[config.mk]
export PLATFORM = sky130hd
export DESIGN_NAME = dot_accum
export DESIGN_NICKNAME = d
export VERILOG_FILES = /design/src/rtl/dot_accum.sv
export SDC_FILE = /design/constraint.sdc
export NUM_CORES = 1
export LEC_CHECK = 0
export CORE_MARGIN = 5
export CORE_UTILIZATION = 55
export DETAILED_ROUTE_END_ITERATION = 7
export MAX_ROUTING_LAYER = met4
export PLACE_DENSITY = 0.86
export SLEW_MARGIN = 20
export SYNTH_ARGS = -nofsm -noshare
export SYNTH_HDL_FRONTEND = slang
export SYNTH_SLANG_ARGS = --single-unit
[constraint.sdc]
create_clock -name clk -period 5 [get_ports clk]
set_input_delay 1 -clock clk [delete_from_list [all_inputs] [get_ports clk]]
set_output_delay 1 -clock clk [all_outputs]
set_load 0.05 [all_outputs]
[src/rtl/dot_accum.sv]
// Dot-product accumulator behind the 8x8 multiplier.
// Sums LEN unsigned products and holds the result on a valid/ready port.
module dot_accum #(
  parameter int PROD_W = 16,
  parameter int ACC_W  = 24,
  parameter int LEN    = 8,
  localparam int CW    = (LEN < 2) ? 1 : $clog2(LEN + 1)
) (
  input  logic              clk,
  input  logic              rst_n,
  input  logic              clr,
  input  logic              in_valid,
  output logic              in_ready,
  input  logic [PROD_W-1:0] prod,
  output logic              out_valid,
  input  logic              out_ready,
  output logic [ACC_W-1:0]  acc_out,
  output logic              ovf,
  output logic [CW-1:0]     count
);

  localparam logic [0:0] ACCUM = 1'b0;
  localparam logic [0:0] DONE  = 1'b1;

  localparam logic [CW-1:0] LAST = CW'(LEN - 1);
  localparam logic [CW-1:0] ONE  = CW'(1);

  logic [0:0]      state;
  logic [ACC_W-1:0] acc;
  logic [ACC_W:0]   sum;
  logic             take;
  logic             drain;

  assign sum = {1'b0, acc}
             + {{(ACC_W + 1 - PROD_W){1'b0}}, prod};

  assign in_ready  = (state == ACCUM);
  assign out_valid = (state == DONE);
  assign acc_out   = acc;

  assign take  = in_ready & in_valid;
  assign drain = out_valid & out_ready;

  // clr outranks both a transfer and a drain
  always_ff @(posedge clk or negedge rst_n) begin
    if (!rst_n) begin
      state <= ACCUM;
      acc   <= '0;
      ovf   <= 1'b0;
      count <= '0;
    end else if (clr) begin
      state <= ACCUM;
      acc   <= '0;
      ovf   <= 1'b0;
      count <= '0;
    end else begin
      unique case (1'b1)
        take: begin
          acc   <= sum[ACC_W-1:0];
          ovf   <= ovf | sum[ACC_W];
          count <= count + ONE;
          if (count == LAST)
            state <= DONE;
        end
        drain: begin
          state <= ACCUM;
          acc   <= '0;
          ovf   <= 1'b0;
          count <= '0;
        end
        default: ;
      endcase
    end
  end

endmodule
==> out/qor.yml, run 1 <==
core_area_sq_um: 4000
postCtsSetupRepairBufs: 0
track_usage_pct: 23.4
r2r_end: "acc_out[18]"
ys_ff_latch: 30
syn-instance-count: 268
gp_congestion: 0.876
dieArea_sq_um: 5540
post-dp-hpwl_microns: 4280
ant_nets: 0
synth_compound_area_share_pct: 24.8
dr_total_vias: 2239
cp_data_arrival_time_ps: 3330
postCtsHoldBufs: 0
r2r_setup_slack_ps: 2600
fin_worst_skew_ps: 5.33
post_drt_wl_per_cell_microns: 16.0
grt_pass1_vias: 2191
numCtsBuffers: 5
drc: 0
cts_resized: 0
placed_cells: 361
power.leakage_nw: 1.25
drtIter0Drc: 235
ys_seq_area_share_pct: 32.9
crit_fanout: 19
slew_viol_final: 0
overflow: 0
port_buffers: 51
criticalPathCategory: "in2reg"
nets: 357
num_rows: 23
min-delay-path-class: "reg2reg"
htreeDepth: 2
final_cell_mix: "clkdlybuf4s50_1 (51), nand2_1 (44), dfrtp_1 (30), a21oi_1 (20)"
drv_cap: 0
area_delta_synth_final_pct: 28.3
finalHoldViolCount: 0
instances_no_fill: 369
synthArstFlopShare_pct: 100
clk_latency_ps: 290
slew_headroom_pct: 40.8
layout_min_cycle_time_ps: 3170
setup_viol: 0
synthAdderAreaFrac_pct: 10.2
finalCritPeriodShare_pct: 63.3
cp-end-kind: "flop"
synth_top_family_by_area: "compound AO/OA/AOI/OAI gates"
die_h_microns: 74.4
synth-edff-count: 0
antenna_found_initial: 0
synthSimpleGateAreaFrac_pct: 22.6
vdd_drop_max_mv: 0.200
ys_warn_count: 0
postSynthAreaPerCell_sq_um: 8.52
drive_gt1_share_pct: 5.96
hp-start: "ovf"
die_w_microns: 74.4
cts_tree: "built"
ys.flop_type: "dfrtp_1"
muxShareOfSynthArea_pct: 1.81
wl_microns: 5920
final_common_cell: "clkdlybuf4s50_1"
rsz0062_at_grt: "false"
yosysUniqueCellTypes: 55
via_per_inst: 6.07
cts.path.max_buffers: 2
required_ps: 5160
ios: 52
start_util_pct: 57.1
grt_start_max_net_pins: 31
tns_ps: 0
fmax_mhz: 316
synth-xor-area-share_pct: 5.37
cts_root_buffer: "clkbuf_8"
worst_pin_slew_ps: 887
syn_area_sq_um: 2280
power.density_nw_per_um2: 320
whs_path_depth: 2
start_kind: "input port"
grt_pass1_wl_microns: 9860
clkSlewWorstSetupHoldPaths_ps: 70
synth.net_count: 307
r2r-start: "acc_out[0]"
min_to: "ovf"
r2r_cells: 8
drtPass1Iterations: 4
fillers: 325
status: "complete, no violations"
insertedDiodeCount: 0
clkSinkCount: 30
-- metrics by stage --
step           total power, mW  worst slack [ps]  cell area (sq um)  hold WS, ps  utilization (%)
2_1_floorplan            0.570              2180               2280          704                -
3_3_place_gp             0.682              1610               2820          500             70.5
3_5_place_dp             0.687              1540               2820          507             70.5
4_1_cts                  0.933              1850               2930          522             73.2
5_1_grt                  0.986              1680               2930          552             73.2
6_report                 0.937              1830               2930          518             73.2
-- Yosys cell counts, types with 3 or more instances --
cell | n | area share [%]
a21oi_1 | 20 | 4.4
ha_1 | 17 | 9.3
o211ai_1 | 6 | 2.0
or4_1 | 3 | 0.99
a31oi_1 | 3 | 0.82
xor2_1 | 8 | 3.1
o21ai_1 | 3 | 0.66
nand4_1 | 6 | 1.6
a21o_1 | 6 | 2.0
inv_1 | 3 | 0.49
o21a_1 | 3 | 0.99
nand3_1 | 7 | 1.5
nor3_1 | 3 | 0.66
a211oi_1 | 3 | 0.99
nor2_1 | 16 | 2.6
xnor2_1 | 6 | 2.3
nor4_1 | 4 | 1.1
clkbuf_1 | 5 | 0.82
nand2_1 | 44 | 7.2
dfrtp_1 | 30 | 33
and3_1 | 7 | 1.9
o21ai_0 | 17 | 3.7
mux2i_1 | 3 | 1.3
-- area by class of cell --
type / instances / area [sq um] / area share, %
Tap cell: 50 / 62.6 / 2.14
Timing Repair Buffer: 52 / 518 / 17.7
Inverter: 3 / 11.3 / 0.384
Clock inverter: 3 / 40.0 / 1.37
Multi-Input combinational cell: 226 / 1480 / 50.4
Sequential cell: 30 / 751 / 25.6
Clock buffer: 5 / 68.8 / 2.35
-- state kept, by name (all words and copies together), names as in the netlist --
name       count
count          4
acc_out       24
out_valid      1
ovf            1
-- worst max-delay path: stages --
cell and delay [ps]:
clkdlybuf4s50_1 530, a21o_1 500, nor2_2 290, or3_4 450, and3_1 190, a311oi_1 240
o211ai_1 120
-- per-layer routing --
metal | vias up | track usage [%] | part of all wire, %
met5 | - | - | 0
met4 | 0 | 7.91 | 1.6
met3 | 10 | 4.19 | 6.0
met2 | 86 | 38.2 | 48
met1 | 1046 | 29.2 | 45
li1 | 1097 | - | -
-- kinds of logic after synthesis --
| logic type | after synthesis |
|---|---|
| flip-flops | 30 |
| XOR/XNOR | 14 |
| buffers and inverters | 12 |
| AND/OR/NAND/NOR | 106 |
| AO/OA/AOI/OAI | 84 |
| multiplexers | 4 |
| adder cells (fa/ha/maj) | 18 |
-- report_power, final --
part | internal [mW] | switching, mW | leakage [nW]
Clock | 0.147 | 0.101 | 0.0579
Combinational | 0.146 | 0.248 | 0.791
Sequential | 0.267 | 0.0291 | 0.405
Total | 0.559 | 0.378 | 1.25
-- worst max-delay path by stage --
stage             from     endpoint  slack, ps  cells after the start
6_report           clr  acc_out[21]       1830                      7
5_1_grt            clr  acc_out[21]       1680                      7
4_1_cts            clr  acc_out[21]       1850                      7
3_5_place_dp       clr  acc_out[21]       1540                      7
3_3_place_gp       clr  acc_out[21]       1610                      7
2_1_floorplan  prod[0]  acc_out[18]       2180                      8
Power figures use the tool's default switching activity.
==> run 2: changes to the inputs <==
CORE_UTILIZATION = 51   (was 55)
PLACE_DENSITY = 0.81   (was 0.86)
clock period = 2.95 ns   (was 5 ns; I/O delays follow)
==> out/qor.yml, run 2 (synthesis gave the netlist of run 1 again) <==
postCtsHoldBufs: 0
cts_root_buffer: "clkbuf_8"
fmax_mhz: 369
clkSinkCount: 30
setup_viol: 0
crit_path_frequent_cell: "a21o_1"
postCtsSetupRepairBufs: 0
post_drt_wl_per_cell_microns: 16.2
min-delay-path-class: "reg2reg"
dieArea_sq_um: 5920
status: "complete, no violations"
die_w_microns: 76.9
placed_cells: 373
cp.depth: 9
cp-end-kind: "flop"
power.leakage_nw: 1.30
crit_path_top_delay_cell: "fa_1"
post-dp-hpwl_microns: 4540
ios: 52
nets: 367
vdd_drop_max_mv: 0.318
worst_pin_slew_ps: 516
ant_nets: 0
drv_cap: 0
rsz0062_at_grt: "false"
instances_no_fill: 380
gp_congestion: 0.900
required_ps: 3160
final_cell_mix: "clkdlybuf4s50_1 (51), nand2_1 (44), dfrtp_1 (30), a21oi_1 (20)"
worstPathCellList: "clkdlybuf4s50_1, ha_1, fa_1, a21o_1, a221oi_2, o21a_1, a21o_1, o22a_1, mux2i_1"
largest_reg_flops: 24
clkSlewWorstSetupHoldPaths_ps: 70
power.density_nw_per_um2: 540
core_area_sq_um: 4350
grt_pass1_vias: 2158
drc: 0
final_common_cell: "clkdlybuf4s50_1"
insertedDiodeCount: 0
cts_resized: 0
finalHoldViolCount: 0
fin_worst_skew_ps: 4.64
crit_buf_inv: 1
area_delta_synth_final_pct: 31.8
final_cell_area_sq_um: 3010
antenna_found_initial: 0
cp_top_family: "compound AO/OA/AOI/OAI gates"
cts.path.max_buffers: 2
timing.final.ws_setup_ps: 242
layout_min_cycle_time_ps: 2710
htreeDepth: 2
drtPass1Iterations: 4
finalCritPeriodShare_pct: 91.8
p_total_mw: 1.63
clk_latency_ps: 290
numCtsBuffers: 5
pre_cts_slack_ps: -38.6
drive_gt1_share_pct: 8.54
criticalPathCategory: "in2reg"
grt_start_max_net_pins: 31
crit_fanout: 4
slew_headroom_pct: 65.5
fin_util_pct: 69.1
slew_viol_final: 0
cp_data_arrival_time_ps: 2920
port_buffers: 51
num_rows: 24
track_usage_pct: 21.5
start_kind: "input port"
die_h_microns: 76.9
tns_ps: 0
overflow: 0
wl_microns: 6160
hold_ws_ps: 507
grt_pass1_wl_microns: 10300
cts_tree: "built"
dr_total_vias: 2329
r2r_cells: 8
via_per_inst: 6.13
postPlaceCellArea_sq_um: 2900
whs_path_depth: 2
max_stage_delay_ps: 410
start_util_pct: 52.4
drtIter0Drc: 187
[run 2: changes by cell type in the layout (fill, tap and decap cells not counted)]
cell / previous run / this run
clkinv_2: 2 / 0
buf_4: 1 / 11
clkbuf_8: 5 / 6
[run 2: where the power goes]
| group | internal [mW] | switching (mW) | total (mW) |
|---|---|---|---|
| combinational | 0.265 | 0.426 | 0.692 |
| clock | 0.270 | 0.163 | 0.433 |
| sequential | 0.453 | 0.0494 | 0.502 |
[run 2: per-layer routing]
layer  track usage [%]  share of wire [%]  vias to the layer above
met4              6.82                1.7                        0
met5                 -                  0                        -
met2              33.6                 48                       99
met3              5.27                7.1                       10
li1                  -                  -                     1124
met1              27.3                 43                     1096
[run 2: worst register-to-register path, stage by stage, from the launching register on]
cell and delay [ps]:
dfrtp_1 400, ha_1 220, fa_1 420, a21o_1 210, a221oi_2 320, o21a_1 260
a21o_1 170, o22a_1 160, mux2i_1 170
[run 2: final timing paths]
| check | from | end | slack (ps) |
|---|---|---|---|
| hold / removal | acc_out[13] | acc_out[13] | 510 |
| min in group asynchronous | rst_n | acc_out[13] | 700 |
| setup / recovery | prod[0] | acc_out[18] | 240 |
| max in group asynchronous | rst_n | count[1] | 1950 |
| hold reg to reg | acc_out[13] | acc_out[13] | 510 |
| setup reg to reg | acc_out[0] | acc_out[18] | 560 |
[run 2: cell type report]
class,count,area (sq um)
well taps,52,65.1
multi-input cells,226,1480
clock inverters,1,30.0
clock buffers,6,82.6
repair buffers,62,593
flip-flops and latches,30,751
fillers,362,1340
inverters,3,11.3
==> run 3: changes to the inputs <==
--- a/config.mk
+++ b/config.mk
@@ -6,4 +6,5 @@
 export NUM_CORES = 1
 export LEC_CHECK = 0
+export CAP_MARGIN = 5
 export CORE_MARGIN = 5
 export CORE_UTILIZATION = 51
==> constraint.sdc (replaced) <==
create_clock -name clk -period 2.95 [get_ports clk]
set_input_delay 0.4425 -clock clk [delete_from_list [all_inputs] [get_ports clk]]
set_output_delay 0.4425 -clock clk [all_outputs]
set_load 0.05 [all_outputs]
==> out/qor.yml, run 3 (synthesis gave the netlist of run 1 again) <==
status: "complete, no violations"
worst_pin_slew_ps: 502
topRoutingLayerUsed: "met4"
pre_cts_slack_ps: 50.2
nets: 362
dr_wl_met3_microns: 343
final_cell_mix: "clkdlybuf4s50_1 (51), nand2_1 (44), dfrtp_1 (30), a21oi_1 (20)"
grt_pass1_vias: 2193
via_per_inst: 6.14
postPlaceCellArea_sq_um: 2860
start_util_pct: 52.4
drtIter0Drc: 195
die_h_microns: 76.9
clkSlewWorstSetupHoldPaths_ps: 70
port_buffers: 51
cts_tree: "built"
post_drt_wl_per_cell_microns: 16.2
grt_pass1_wl_microns: 10300
clk_latency_ps: 290
numCtsBuffers: 5
timing.final.ws_setup_ps: 333
cp-end-kind: "flop"
layout_min_cycle_time_ps: 2620
fin_worst_skew_ps: 8.93
die_w_microns: 76.9
cts.path.max_buffers: 2
overflow: 0
area_delta_synth_final_pct: 29.3
final_common_cell: "clkdlybuf4s50_1"
cts_resized: 0
postCtsHoldBufs: 0
drv_cap: 0
required_ps: 3160
drc: 0
rsz0062_at_grt: "false"
dr_total_vias: 2308
crit_fanout: 4
drive_gt1_share_pct: 7.10
power.density_nw_per_um2: 520
num_rows: 24
vdd_drop_max_mv: 0.355
power.leakage_nw: 1.27
wl_met2_microns: 2940
slew_headroom_pct: 66.4
largest_reg_flops: 24
grt_start_max_net_pins: 31
drtPass1Iterations: 4
dieArea_sq_um: 5920
cp_data_arrival_time_ps: 2830
fin_util_pct: 67.8
postCtsSetupRepairBufs: 0
hold_ws_ps: 506
min-delay-path-class: "reg2reg"
insertedDiodeCount: 0
track_usage_pct: 21.4
wl_microns: 6080
ios: 52
htreeDepth: 2
slew_viol_final: 0
setup_viol: 0
finalCritPeriodShare_pct: 88.7
post-dp-hpwl_microns: 4530
finalHoldViolCount: 0
start_kind: "input port"
fmax_mhz: 382
drt-met1-wl_microns: 2690
criticalPathCategory: "in2reg"
final_cell_area_sq_um: 2950
antenna_found_initial: 0
core_area_sq_um: 4350
gp_congestion: 0.888
clkSinkCount: 30
cts_root_buffer: "clkbuf_8"
ant_nets: 0
tns_ps: 0
[run 3: power by group]
part           internal (mW)  switching (mW)  total [mW]
logic                  0.254           0.422       0.676
clock network          0.188           0.169       0.357
registers              0.453          0.0497       0.502
[run 3: area by class of cell]
class	count	area, sq um
Multi-Input combinational cell	226	1480
Fill cell	383	1400
Sequential cell	30	751
Timing Repair Buffer	57	556
Clock buffer	7	86.3
Tap cell	52	65.1
Inverter	3	11.3
Clock inverter	1	5.00
[run 3: worst max-delay path, cell delays in order]
cell and delay [ps]:
clkdlybuf4s50_1 410, ha_1 230, fa_1 410, a21o_1 210, a221oi_2 350, o21a_1 260, a21o_1 170, o22a_1 180
mux2i_1 170
[run 3: per-stage QoR]
stage,power (mW),instances
finish,1.54,376
global route,1.62,376
CTS,1.54,376
detailed placement,1.18,368
global placement,1.17,368
floorplan,0.966,268
[run 3: layer usage]
layer | track usage, % | vias up
met5 | - | -
met2 | 34.4 | 75
met1 | 26.8 | 1111
met3 | 4.57 | 12
met4 | 6.99 | 0
li1 | - | 1110
[run 3: path summary, 6_finish.rpt]
check	from	to	slack, ps	cells past startpoint
max	prod[0]	acc_out[18]	330	9
min	acc_out[13]	acc_out[13]	510	2
max reg2reg	acc_out[0]	acc_out[18]	510	8
min reg2reg	acc_out[13]	acc_out[13]	510	2
max in group asynchronous	rst_n	acc_out[18]	2100	2
min in group asynchronous	rst_n	acc_out[11]	540	2
